<file path="src/rtl/states_pkg.sv">
// states_pkg: receiver FSM state codes shared across the UART blocks
// Codes: IDLE, START, DATA, PARITY, STOP as 3-bit constants
package states_pkg;
  localparam logic [2:0] IDLE   = 3'd0;
  localparam logic [2:0] START  = 3'd1;
  localparam logic [2:0] DATA   = 3'd2;
  localparam logic [2:0] PARITY = 3'd3;
  localparam logic [2:0] STOP   = 3'd4;
endpackage

</file>
<file path="src/rtl/uart_pkg.sv">
// uart_pkg: parity-mode constants and per-frame receive status
// Contents: PAR_NONE/PAR_EVEN/PAR_ODD, rx_status_t {brk, frame_err, parity_err}
package uart_pkg;
  localparam int PAR_NONE = 0;
  localparam int PAR_EVEN = 1;
  localparam int PAR_ODD  = 2;
  typedef struct packed {
    logic brk;
    logic frame_err;
    logic parity_err;
  } rx_status_t;
endpackage

</file>
<file path="src/rtl/baud_gen.sv">
// baud_gen: free-running oversampling tick, one pulse every FINAL_VALUE+1 clocks
// Ports: clk, rst_n (async active-low), s_tick (high while counter at terminal count)
module baud_gen #(
  parameter int FINAL_VALUE = 650
) (
  input  logic clk,
  input  logic rst_n,
  output logic s_tick
);
  localparam int W = FINAL_VALUE < 1 ? 1 : $clog2(FINAL_VALUE + 1);
  localparam logic [W-1:0] TOP = W'(FINAL_VALUE);
  logic [W-1:0] q;
  always_ff @(posedge clk or negedge rst_n)
    if (!rst_n) q <= '0;
    else q <= (q == TOP) ? '0 : q + 1'b1;
  assign s_tick = q == TOP;
endmodule

</file>
<file path="src/rtl/uart_rx_pe.sv">
// uart_rx_pe: oversampling UART receiver with parity, framing and break reporting
// Ports: clk, rst_n (async active-low), rx (async serial in, idle high),
//        rx_done (1-clk frame pulse), dout (data word), parity_err, frame_err, brk
module uart_rx_pe
  import states_pkg::*;
  import uart_pkg::*;
#(
  parameter int DBIT        = 8,
  parameter int BIT_WIDTH   = 16,
  parameter int SB_TICK     = 16,
  parameter int FINAL_VALUE = 650,
  parameter int PARITY_MODE = 0
) (
  input  logic            clk,
  input  logic            rst_n,
  input  logic            rx,
  output logic            rx_done,
  output logic [DBIT-1:0] dout,
  output logic            parity_err,
  output logic            frame_err,
  output logic            brk
);
  localparam int CMAX = SB_TICK > BIT_WIDTH ? SB_TICK : BIT_WIDTH;
  localparam int CW = $clog2(CMAX);
  localparam int NW = DBIT > 1 ? $clog2(DBIT) : 1;
  localparam logic [CW-1:0] HALF_END = CW'(BIT_WIDTH / 2 - 1);
  localparam logic [CW-1:0] BIT_END  = CW'(BIT_WIDTH - 1);
  localparam logic [CW-1:0] STOP_END = CW'(SB_TICK - 1);
  localparam logic [NW-1:0] LAST     = NW'(DBIT - 1);
  localparam logic PAR_ON  = PARITY_MODE != PAR_NONE;
  localparam logic PAR_INV = PARITY_MODE == PAR_ODD;
  logic            rx_m, rx_s, s_tick, p_bit, stop_bit, fin;
  logic [2:0]      state;
  logic [CW-1:0]   s_cnt;
  logic [NW-1:0]   n_cnt;
  logic [DBIT-1:0] shreg;
  rx_status_t      st;
  baud_gen #(.FINAL_VALUE(FINAL_VALUE)) u_baud (
    .clk    (clk),
    .rst_n  (rst_n),
    .s_tick (s_tick)
  );
  always_ff @(posedge clk or negedge rst_n)
    if (!rst_n) {rx_s, rx_m} <= 2'b11;
    else {rx_s, rx_m} <= {rx_m, rx};
  always_ff @(posedge clk or negedge rst_n)
    if (!rst_n) begin
      state    <= IDLE;
      s_cnt    <= '0;
      n_cnt    <= '0;
      shreg    <= '0;
      p_bit    <= 1'b0;
      stop_bit <= 1'b1;
      fin      <= 1'b0;
    end else begin
      fin <= 1'b0;
      case (state)
        IDLE:
          if (!rx_s) begin
            state <= START;
            s_cnt <= '0;
          end
        START:
          if (s_tick) begin
            if (s_cnt == HALF_END) begin
              // line back high at mid-start means a glitch, not a frame
              state <= rx_s ? IDLE : DATA;
              s_cnt <= '0;
              n_cnt <= '0;
            end else s_cnt <= s_cnt + 1'b1;
          end
        DATA:
          if (s_tick) begin
            if (s_cnt == BIT_END) begin
              shreg <= {rx_s, shreg[DBIT-1:1]};
              s_cnt <= '0;
              if (n_cnt == LAST) state <= PAR_ON ? PARITY : STOP;
              else n_cnt <= n_cnt + 1'b1;
            end else s_cnt <= s_cnt + 1'b1;
          end
        PARITY:
          if (s_tick) begin
            if (s_cnt == BIT_END) begin
              p_bit <= rx_s;
              s_cnt <= '0;
              state <= STOP;
            end else s_cnt <= s_cnt + 1'b1;
          end
        STOP:
          if (s_tick) begin
            // the mid-stop sample decides framing even when more stop ticks follow
            if (s_cnt == BIT_END) stop_bit <= rx_s;
            if (s_cnt == STOP_END) begin
              state <= IDLE;
              fin   <= 1'b1;
            end else s_cnt <= s_cnt + 1'b1;
          end
        default: state <= IDLE;
      endcase
    end
  always_ff @(posedge clk or negedge rst_n)
    if (!rst_n) begin
      rx_done <= 1'b0;
      dout    <= '0;
      st      <= '0;
    end else begin
      rx_done <= fin;
      if (fin) begin
        dout <= shreg;
        st   <= '{brk:        ~|shreg & ~stop_bit & ~(PAR_ON & p_bit),
                  frame_err:  ~stop_bit,
                  parity_err: PAR_ON & (^shreg ^ p_bit ^ PAR_INV)};
      end
    end
  assign {brk, frame_err, parity_err} = st;
endmodule

</file>
<file path="config.mk">
export PLATFORM = sky130hd
export DESIGN_NAME = uart_rx_pe
export DESIGN_NICKNAME = d
export VERILOG_FILES = /design/src/rtl/states_pkg.sv /design/src/rtl/uart_pkg.sv /design/src/rtl/baud_gen.sv /design/src/rtl/uart_rx_pe.sv
export SDC_FILE = /design/constraint.sdc
export NUM_CORES = 1
export LEC_CHECK = 0
export CORE_ASPECT_RATIO = 1.2
export CORE_MARGIN = 1
export CORE_UTILIZATION = 60
export CTS_BUF_LIST = sky130_fd_sc_hd__clkbuf_4
export CTS_CLUSTER_DIAMETER = 80
export DETAILED_ROUTE_END_ITERATION = 6
export HOLD_SLACK_MARGIN = 0.03
export PLACE_DENSITY = 0.87
export SYNTH_ARGS = -nofsm -noshare
export SYNTH_HDL_FRONTEND = slang
export SYNTH_SLANG_ARGS = --single-unit
</file>
<file path="constraint.sdc">
create_clock -name clk -period 2.49 [get_ports clk]
set_input_delay 0.498 -clock clk [delete_from_list [all_inputs] [get_ports clk]]
set_output_delay 0.498 -clock clk [all_outputs]
set_load 0.01 [all_outputs]
</file>
### Yosys cells after proc, flatten, opt, wreduce, memory -nomap -nowiden

Cells that the tools add are included.

| word-level totals | value |
|---|---|
| logic and storage cells | 80 |
| input bits | 3 |
| register bits after elaboration | 43 |
| output and inout port bits | 12 |

| operators by class | value |
|---|---|
| $add $sub $neg | 3 |
| muxes and demuxes | 30 |
| bitwise operators | 2 |
| eq/ne operators | 21 |
| reductions and logical operators | 11 |

Operators by type and width:

| kind | count |
|---|---|
| 3-bit 2-to-1 mux | 15 |
| 4-bit 2-to-1 mux | 7 |
| 2-bit != test (second input constant) | 12 |
| 4-bit one-hot mux with 4 select lines | 1 |
| 3-bit one-hot mux with 5 select lines | 1 |
| 6-bit AND reduction | 2 |
| 10-bit by 1-bit adder with 10-bit output (second input constant) | 1 |
| 10-bit == test (second input constant) | 1 |
| 10-bit 2-to-1 mux | 1 |
| 10-bit AND reduction | 1 |
| 8-bit OR reduction | 1 |
| 3-bit by 2-bit == test with 1-bit output (second input constant) | 2 |
| 3-bit == test (second input constant) | 2 |
| 3-bit one-hot mux with 2 select lines | 1 |
| 3-bit AND reduction | 2 |
| 4-bit by 1-bit adder with 4-bit output (second input constant) | 1 |
| 4-bit by 3-bit == test with 1-bit output (second input constant) | 1 |
| 4-bit == test (second input constant) | 1 |
| 4-bit nonzero test | 1 |
| 3-bit by 1-bit adder with 3-bit output (second input constant) | 1 |
| 3-bit by 1-bit == test with 1-bit output (second input constant) | 1 |
| 3-bit logical NOT | 1 |
| 1-bit 2-to-1 mux | 3 |
| 2-bit 2-to-1 mux | 1 |
| other kinds (6) | 6 |

### Depth between registers and ports, before layout

Gate-level depths: netlist (run 1).

| logic depth | value |
|---|---|
| depth in word-level cells | 5 |
| gate-level depth with buffers | 7 |
| gate-level depth less buffers | 7 |

### Cells and area by module

From an unflattened synthesis (run 1), not the netlist that was laid out.

| unflattened totals | value |
|---|---|
| cells, all modules | 174 |
| area, all modules | 2034.5 µm² |

By module, submodules not included:

| module | cells an instance | times used | area an instance (µm²) |
|---|---|---|---|
| uart_rx_pe | 128 | 1 | 1521.5 |
| baud_gen | 46 | 1 | 513.0 |

### Worst setup path after synthesis (run 1)

Ideal clock, no wire load.

| path | value |
|---|---|
| path kind | register to register |
| from | register u_baud.q[8] |
| to | register n_cnt[0] |
| required time | 2365 ps |
| arrival time | 2027 ps |
| setup slack | 339 ps |
| period minus slack after synthesis | 2151 ps |
| stages on the path, launching flop included | 6 |
| cells stage by stage | dfrtp_1 > or4_4 > nor3_4 > inv_2 > nor4_4 > mux2_2 |

| between the ends | value |
|---|---|
| cells in the longest elaborated chain, start to end | 3 |
| elaborated cells between the ends (all ways) | 4 |
| classes of those cells | eq/ne: 3; reduce/logical: 1 |

RTL lines:

| what | RTL line | text |
|---|---|---|
| from (decl) | baud_gen.sv:12 | `logic [W-1:0] q;` |
| from (signal assigned) | baud_gen.sv:15 | `else q <= (q == TOP) ? '0 : q + 1'b1;` |
| 10-bit == test (*) | baud_gen.sv:16 | `assign s_tick = q == TOP;` |
| 2-bit != test (no source line) | n/a |  |
| 6-bit AND reduction (no source line) (*) | n/a |  |
| to (signal assigned) | uart_rx_pe.sv:78 | `else n_cnt <= n_cnt + 1'b1;` |
| to (decl) | uart_rx_pe.sv:35 | `logic [NW-1:0] n_cnt;` |

Mark *: on every way between the ends. The rest lies on a longest branch, timed or not.
A chain may end at the register's enable or synchronous reset.

### Worst setup path after layout (run 1)

| path | value |
|---|---|
| from | register u_baud.q[5] |
| to | register s_cnt[2] |

| between the ends | value |
|---|---|
| cells in the longest elaborated chain, start to end | 3 |
| elaborated cells between the ends (all ways) | 5 |
| classes of those cells | eq/ne: 4; reduce/logical: 1 |

RTL lines:

| what | RTL line | text |
|---|---|---|
| 10-bit == test (*) | baud_gen.sv:16 |  |
| 2-bit by 1-bit != test with 1-bit output (no source line) / 2-bit != test (equally long branches) | n/a |  |
| 6-bit AND reduction (no source line) (*) | n/a |  |
| to (signal assigned) | uart_rx_pe.sv:70 | `end else s_cnt <= s_cnt + 1'b1;` |
| to (signal assigned) | uart_rx_pe.sv:79 | `end else s_cnt <= s_cnt + 1'b1;` |
| to (signal assigned) | uart_rx_pe.sv:87 | `end else s_cnt <= s_cnt + 1'b1;` |
| to (decl) | uart_rx_pe.sv:34 | `logic [CW-1:0] s_cnt;` |

Marks and branches as above.

==> impl_metrics.json, run 1 <==
{
  "grt_pass1_wl_mm": 5.67,
  "first_iter_violations": 30,
  "max_stage_delay_ns": 0.57,
  "power.total_w": 0.00104,
  "avgSynthCellArea_um2": 11.8,
  "crit_slowest_cell": "or4_4",
  "syn_area_mm2": 0.00198,
  "gp_congestion": 0.877,
  "timing.final.crit_share_pct": 87.8,
  "cts_hold_buffers": 0,
  "cts-resized-gates": 0,
  "postCtsSetupBuffers": 0,
  "die_area_mm2": 0.00353,
  "reg2regPathDepth": 5,
  "endpoint_kind": "flip-flop",
  "grt-ovfl-total": 0,
  "yosysUniqueCellTypes": 39,
  "tns_ns": 0,
  "status": "finished clean",
  "post-route-min-period_ns": 2.19,
  "skew_ns": 0.00897,
  "p_per_area_mw_per_mm2": 478,
  "timing.hold.ws_ns": 0.278,
  "r2r-end": "s_cnt[2]$_DFFE_PN0P_",
  "hold_viol_final": 0,
  "ys_async_sr_fraction_pct": 100,
  "die_w_um": 54.4,
  "drc": 0,
  "dr.pass1.iters": 4,
  "synth_cells": 168,
  "critPathMaxFanout": 8,
  "vias": 1266,
  "fmax_mhz": 458,
  "synth_most_common_cell": "dfrtp_1",
  "yosysSeqAreaShare_pct": 54.7,
  "row_count": 22,
  "cp_num_buf_inv": 0,
  "worst_hold_path_type": "input port to async pin",
  "slew_violations": 0,
  "rsz0062_at_grt": "false",
  "ff2ff_setup_slack_ns": 0.30,
  "fillers": 226,
  "nets": 191,
  "synthTopCellsByArea": "dfrtp_1 (51%), mux2_2 (11%), dfstp_2 (4.0%), ha_1 (3.2%), xnor2_1 (3.1%)",
  "ys_ff_latch": 43,
  "slew_headroom_pct": 39.4,
  "drive_gt1_share_pct": 21.7,
  "pin_count": 15,
  "p_leak_nw": 1.02,
  "final_cells": 220,
  "grt_pass1_vias": 1283,
  "cp_cell_sequence": "or4_4, o41ai_2, a22oi_2, or4b_1, nand2_1",
  "antenna_found_initial": 0,
  "cts_num_sinks": 43,
  "portBuffers": 13,
  "ant_nets": 0,
  "wl_per_cell_um": 15.3,
  "synth_top_area_share_pct": 50.7,
  "antenna_cells": 0,
  "cp_top_family": "simple AND/OR/NAND/NOR gates",
  "grt_max_degree": 44,
  "crit_arrival_ns": 2.47,
  "cts_buffers": 5,
  "tritoncts": "built",
  "synthTopCellsByCount": "dfrtp_1 (40), mux2_2 (20), nand2_1 (14), nor2_1 (13), nand3_1 (8)",
  "vdd_drop_max_v": 0.000382,
  "viasPerCell": 5.75,
  "syn_nets": 176,
  "placed_cells": 212,
  "r2r_start": "u_baud.q[5]$_DFF_PN0_",
  "cap_violations": 0,
  "yosysTopAreaCell": "dfrtp_1",
  "required_ns": 2.77,
  "track_usage_pct": 22.6,
  "path_clk_slew_ns": 0.11,
  "syn_to_final_growth_pct": 10.5,
  "postRouteWirelength_mm": 3.36,
  "cts_max_path_buffers": 2,
  "clk_latency_ns": 0.34,
  "synth_enable_flop_cells": 0,
  "dp_hpwl_mm": 2.51,
  "htreeDepth": 2,
  "coreArea_mm2": 0.00311,
  "crit_type": "flip-flop to flip-flop",
  "setup_viol": 0,
  "synthFlopType": "dfrtp_1",
  "die_h_um": 64.9,
  "cts-root-buf": "clkbuf_4",
  "initial_utilization_pct": 63.5,
  "critPathLaunchType": "flip-flop",
  "yosysWarnings": 0,
  "tightest_slew_ns": 0.908
}
==> kinds of logic (layout without fill, tap and decap cells) <==
family,count (synthesis),count (layout),share of synthesized area (%)
AO/OA/AOI/OAI,15,15,5.57
adder cells (fa/ha/maj),5,5,3.17
other,1,1,0.190
XOR/XNOR,9,9,3.99
AND/OR/NAND/NOR,59,59,16.8
multiplexers,23,23,12.9
buffers and inverters,13,29,2.72
flip-flops,43,43,54.7
==> worst register-to-register path, cell delays in order (launching register included) <==
cell and delay (ns):
dfrtp_1 0.44, or4_4 0.57, o41ai_2 0.36, a22oi_2 0.18, or4b_1 0.52, nand2_1 0.07
==> sequential cells by signal, summed over array words and instances (netlist names), 3 cells and up <==
name	flops
n_cnt	3
shreg	8
u_baud.q	10
dout	8
s_cnt	4
state	3
==> per-layer routing <==
layer	vias to the layer above	track usage (%)	routed length, um	share of wire [%]
met5	-	0	0	0
met4	0	8.33	42	1.3
met2	18	38.4	1840	55
met3	7	5.63	58	1.7
li1	612	-	-	-
met1	629	26.6	1420	42
==> worst max-delay path by stage <==
stage,startpoint,end,slack [ns],depth (start not counted)
floorplan,u_baud.q[8]$_DFF_PN0_,n_cnt[0]$_DFFE_PN0P_,0.34,5
detailed placement,u_baud.q[5]$_DFF_PN0_,s_cnt[2]$_DFFE_PN0P_,0.31,5
global route,u_baud.q[5]$_DFF_PN0_,s_cnt[2]$_DFFE_PN0P_,0.18,5
global placement,u_baud.q[8]$_DFF_PN0_,s_cnt[2]$_DFFE_PN0P_,0.36,5
CTS,u_baud.q[5]$_DFF_PN0_,s_cnt[2]$_DFFE_PN0P_,0.29,5
finish,u_baud.q[5]$_DFF_PN0_,s_cnt[2]$_DFFE_PN0P_,0.30,5
==> layout make-up <==
type	instances	area, um^2	share of cell area (%)
tap	36	45.0	2.06
timing repair buffer	14	133	6.07
clock buffer	6	45.0	2.06
clock inverter	2	12.5	0.573
inverter	7	26.3	1.20
sequential	43	1080	49.5
multi-input combinational	112	842	38.6
==> layout by cell type (no fill, tap or decap), types with 6 or more instances in the layout <==
master	synthesis	layout
dfrtp_1	40	40
mux2_2	20	20
nand2_1	14	14
nor2_1	13	13
clkdlybuf4s50_1	0	12
nand3_1	8	8
xnor2_1	7	7
inv_1	6	6
clkbuf_4	0	6
==> power by group <==
group | internal, W | switching (W) | total (W)
combinational | 0.00000223 | 0.0000135 | 0.0000157
sequential | 0.000701 | 0.00000107 | 0.000702
clock | 0.000120 | 0.000206 | 0.000326
total | 0.000823 | 0.000221 | 0.00104
==> per-stage QoR <==
step                setup WS, ns  util [%]  instance area, um^2
detailed placement         0.309      68.3                 2130
CTS                        0.293      70.2                 2180
global route               0.176      70.2                 2180
global placement           0.365      68.3                 2130
floorplan                  0.339         -                 1980
finish                     0.305      70.2                 2180
No activity file was read; power rests on OpenSTA's default activity.
==> inputs of run 2 (changes only) <==
- GPL_TIMING_DRIVEN: unset -> 0
- MAX_ROUTING_LAYER: unset -> met4
==> run 2 against run 1 <==
Against the previous run:
- setup slack got worse by 0.12 ns
- design area increased by 0.92%
- critical endpoint is now n_cnt[0]$_DFFE_PN0P_
- clock skew decreased by 0.0019 ns
- utilization increased by 0.64 points
- first-iteration DRC count decreased by 17%
- non-clock buffer count increased by 5
- largest cell class unchanged
- flip-flop and latch count unchanged
- die area unchanged
- critical path depth unchanged
- total power increased by 1.1%
==> impl_metrics.json, run 2 (synthesis results as in run 1) <==
{
  "grt_pass1_vias": 1289,
  "ant_nets": 0,
  "dr.pass1.iters": 4,
  "row_count": 22,
  "r2r_start": "u_baud.q[5]$_DFF_PN0_",
  "coreArea_mm2": 0.00311,
  "first_iter_violations": 25,
  "crit_arrival_ns": 2.55,
  "p_per_area_mw_per_mm2": 479,
  "setup_viol": 0,
  "syn_to_final_growth_pct": 11.5,
  "worst_hold_path_type": "input port to async pin",
  "critPathLaunchType": "flip-flop",
  "fillers": 209,
  "portBuffers": 13,
  "slew_violations": 0,
  "seq_area_mm2": 0.00108,
  "status": "finished clean",
  "postCtsSetupBuffers": 0,
  "skew_ns": 0.00712,
  "clk_latency_ns": 0.35,
  "cts_num_sinks": 43,
  "p_leak_nw": 1.03,
  "pin_count": 15,
  "tightest_slew_ns": 0.897,
  "critical_path.startpoint": "u_baud.q[5]$_DFF_PN0_",
  "tritoncts": "built",
  "antenna_cells": 0,
  "gp_congestion": 0.826,
  "postPlaceCellArea_mm2": 0.00215,
  "path_clk_slew_ns": 0.12,
  "pwr-share-comb_pct": 1.6,
  "endpoint": "n_cnt[0]$_DFFE_PN0P_",
  "cts-resized-gates": 0,
  "viasPerCell": 5.76,
  "die_w_um": 54.4,
  "reg2regPathDepth": 5,
  "slew_headroom_pct": 40.2,
  "critPathMaxFanout": 9,
  "cts_hold_buffers": 0,
  "multi_input_area_um2": 842,
  "p_int_w": 0.000824,
  "crit_type": "flip-flop to flip-flop",
  "layout_commonest_cell": "dfrtp_1",
  "regMostFlops": "u_baud.q",
  "r2r-end": "n_cnt[0]$_DFFE_PN0P_",
  "p_seq_share_pct": 66.6,
  "die_area_mm2": 0.00353,
  "swShare_pct": 21.9,
  "design_area_mm2": 0.00220,
  "switchingPower_w": 0.000232,
  "grt_pass1_wl_mm": 5.61,
  "endpoint_kind": "flip-flop",
  "top_regs": "u_baud.q (10), dout (8), shreg (8)",
  "vias": 1297,
  "rsz0062_at_grt": "false",
  "p_clk_share_pct": 31.9,
  "grt_max_degree": 44,
  "post-route-min-period_ns": 2.30,
  "cts_max_path_buffers": 2,
  "postRouteWirelength_mm": 3.30,
  "drive_gt1_share_pct": 21.7,
  "largest_reg_flops": 10,
  "htreeDepth": 2,
  "dpl_worst_slack_ns": 0.186,
  "hold_viol_final": 0,
  "initial_utilization_pct": 63.5,
  "cts-root-buf": "clkbuf_4",
  "vdd_drop_max_v": 0.000453,
  "die_h_um": 64.9,
  "wl_per_cell_um": 14.7,
  "cap_violations": 0,
  "nets": 196,
  "ff2ff_setup_slack_ns": 0.19,
  "fin_ws_ns": 0.190,
  "final_cell_mix": "dfrtp_1 (40), mux2_2 (20), nand2_1 (14)",
  "required_ns": 2.74,
  "cts_buffers": 5,
  "track_usage_pct": 23.2,
  "grt-ovfl-total": 0,
  "antenna_found_initial": 0,
  "timing.final.crit_share_pct": 92.4,
  "dp_hpwl_mm": 2.40,
  "drc": 0,
  "fmax_mhz": 435
}
==> run 2: layer usage <==
layer / wire (um) / GRT usage (%) / up-vias
li1: - / - / 624
met1: 1410 / 26.6 / 631
met2: 1700 / 37.0 / 33
met3: 123 / 5.40 / 9
met4: 64 / 11.2 / 0
met5: 0 / - / -
==> run 2: power by group through the flow <==
stage          Sequential (W)  Clock (W)  Combinational (W)
2_1_floorplan        0.000715          0         0.00000226
3_3_place_gp         0.000716          0          0.0000179
3_5_place_dp         0.000716          0          0.0000178
4_1_cts              0.000703   0.000344          0.0000179
5_1_grt              0.000703   0.000375          0.0000207
6_report             0.000703   0.000337          0.0000167
==> run 2: worst max-delay path, stage by stage, from the launching register on <==
cell	delay [ns]
dfrtp_1	0.44
or4_4	0.57
nor3_4	0.36
inv_2	0.10
nor4_4	0.36
mux2_2	0.37
==> run 2: through the flow <==
step                      total power (W)  cells  TNS (ns)  hold WS, ns  util [%]
after floorplan                  0.000718    168         0        0.202         -
after global placement           0.000733    217    -0.278        0.346      69.1
after detailed placement         0.000734    217         0        0.362      69.0
after CTS                         0.00106    225         0        0.294      70.8
after global routing              0.00110    225         0        0.334      70.8
final                             0.00106    225         0        0.265      70.8
==> run 2: how the worst min path moves through the flow <==
stage,startpoint,endpoint,cells after the start,slack [ns]
floorplan,rst_n,brk$_DFFE_PN0P_,0,0.20
global placement,rx_m$_DFF_PN1_,rx_s$_DFF_PN1_,0,0.35
detailed placement,rx_m$_DFF_PN1_,rx_s$_DFF_PN1_,0,0.36
CTS,rst_n,u_baud.q[5]$_DFF_PN0_,1,0.29
global route,rst_n,u_baud.q[5]$_DFF_PN0_,1,0.33
finish,rst_n,u_baud.q[5]$_DFF_PN0_,1,0.26
==> run 2: area by class of cell <==
cell class,instances,area share [%]
flip-flops and latches,43,49.0
clock inverters,2,0.568
plain buffers,6,1.25
inverters,7,1.19
repair buffers,13,5.68
clock buffers,6,2.04
well taps,36,2.04
multi-input cells,112,38.2
==> inputs of run 3 (changes only) <==
- REMOVE_ABC_BUFFERS: unset -> 1
==> run 3 against run 2 <==
Against the previous run:
- non-clock buffer count shrank 6
- largest cell class unchanged
- register-to-register slack is essentially flat
- via count shrank 0.39%
- clock power grew 61%
- combinational power shrank 5%
- design area grew 0.91%
- utilization grew 0.64 points
- sequential power is essentially flat
- hold slack lost 0.0018 ns
- setup slack lost 0.013 ns
- count of clock-buffer cells in the layout is the same
- flip-flop and latch count is the same
==> impl_metrics.json, run 3 (synthesis results as in run 1) <==
{
  "status": "finished clean",
  "cts_max_path_buffers": 2,
  "final_cell_mix": "dfrtp_1 (40), mux2_2 (20), nand2_1 (14)",
  "vdd_drop_max_v": 0.000608,
  "path_clk_slew_ns": 0.12,
  "dr_wl_met3_um": 111,
  "cts-root-buf": "clkbuf_4",
  "required_ns": 2.74,
  "endpoint_kind": "flip-flop",
  "nets": 190,
  "slew_headroom_pct": 39.4,
  "topRoutingLayerUsed": "met4",
  "initial_utilization_pct": 63.5,
  "cts_num_sinks": 43,
  "regMostFlops": "u_baud.q",
  "grt_pass1_vias": 1247,
  "design_area_mm2": 0.00222,
  "cap_violations": 0,
  "syn_to_final_growth_pct": 12.5,
  "row_count": 22,
  "tightest_slew_ns": 0.909,
  "pwr-share-comb_pct": 1.3,
  "coreArea_mm2": 0.00311,
  "htreeDepth": 2,
  "dp_hpwl_mm": 2.31,
  "postPlaceCellArea_mm2": 0.00212,
  "die_h_um": 64.9,
  "power.total_w": 0.00126,
  "dr.pass1.iters": 4,
  "wl_per_cell_um": 14.6,
  "layout_commonest_cell": "dfrtp_1",
  "p_int_w": 0.00103,
  "antenna_found_initial": 0,
  "largest_reg_flops": 10,
  "grt_pass1_wl_mm": 5.47,
  "drc": 0,
  "first_iter_violations": 19,
  "hold_viol_final": 0,
  "rsz0062_at_grt": "false",
  "antenna_cells": 0,
  "tritoncts": "built",
  "ant_nets": 0,
  "clk_latency_ns": 0.35,
  "postCtsSetupBuffers": 0,
  "p_seq_share_pct": 55.8,
  "cts-resized-gates": 0,
  "pin_count": 15,
  "cts_buffers": 5,
  "worst_hold_path_type": "input port to async pin",
  "post-route-min-period_ns": 2.31,
  "crit_arrival_ns": 2.56,
  "vias": 1292,
  "track_usage_pct": 22.5,
  "cts_hold_buffers": 0,
  "viasPerCell": 5.90,
  "fmax_mhz": 432,
  "wl_met2_mm": 1.65,
  "p_clk_share_pct": 43.0,
  "grt-ovfl-total": 0,
  "setup_viol": 0,
  "top_regs": "u_baud.q (10), dout (8), shreg (8)",
  "slew_violations": 0,
  "drive_gt1_share_pct": 21.3,
  "die_area_mm2": 0.00353,
  "skew_ns": 0.00699,
  "grt_max_degree": 44,
  "die_w_um": 54.4,
  "p_leak_nw": 1.04,
  "critPathMaxFanout": 9,
  "swShare_pct": 18.4,
  "p_per_area_mw_per_mm2": 566,
  "timing.final.crit_share_pct": 92.9,
  "switchingPower_w": 0.000232,
  "portBuffers": 13,
  "critPathLaunchType": "flip-flop",
  "postRouteWirelength_mm": 3.21,
  "crit_type": "flip-flop to flip-flop",
  "met1_length_mm": 1.39,
  "gp_congestion": 0.841
}
[run 3: worst paths after layout]
check                                       from               endpoint  slack, ns  cells past startpoint
max                        u_baud.q[8]$_DFF_PN0_   n_cnt[0]$_DFFE_PN0P_       0.18                      5
max reg2reg                u_baud.q[8]$_DFF_PN0_   n_cnt[0]$_DFFE_PN0P_       0.18                      5
min                                        rst_n  u_baud.q[5]$_DFF_PN0_       0.26                      1
min reg2reg                       rx_m$_DFF_PN1_         rx_s$_DFF_PN1_       0.36                      0
min in group clk                  rx_m$_DFF_PN1_         rx_s$_DFF_PN1_       0.36                      0
max in group asynchronous                  rst_n   n_cnt[1]$_DFFE_PN0P_       1.66                      1
[run 3: critical path, cell delays in order (launching register included)]
cell and delay (ns):
dfrtp_1 0.42, or4_4 0.58, nor3_4 0.36, inv_2 0.10, nor4_4 0.36, mux2_2 0.37
[run 3: cell type report]
cell class              instances  area, um^2
clock inverters                 2        60.1
fillers                       223         887
clock buffers                   6        45.0
flip-flops and latches         43        1080
repair buffers                 13         125
well taps                      36        45.0
inverters                       7        26.3
multi-input cells             112         842
[run 3: per-stage QoR]
step,setup slack [ns],instances,TNS [ns],hold WS (ns),util [%]
after CTS,0.146,219,0,0.288,71.5
after global placement,-0.000553,211,-0.00341,0.347,68.3
final,0.177,219,0,0.263,71.5
after global routing,0.0564,219,0,0.356,71.5
after detailed placement,0.175,211,0,0.354,68.1
after floorplan,0.339,162,0,0.202,-
[run 3: layer usage]
metal,GRT usage (%),vias to the layer above
met5,-,-
met4,12.2,0
met3,5.16,8
met2,32.2,20
met1,29.0,646
li1,-,618
[run 3: power by group through the flow]
stage	sequential (W)	combinational [W]	clock [W]
floorplan	0.000715	0.00000110	0
global placement	0.000716	0.0000167	0
detailed placement	0.000716	0.0000169	0
CTS	0.000702	0.0000169	0.000553
global route	0.000703	0.0000198	0.000579
finish	0.000702	0.0000158	0.000541
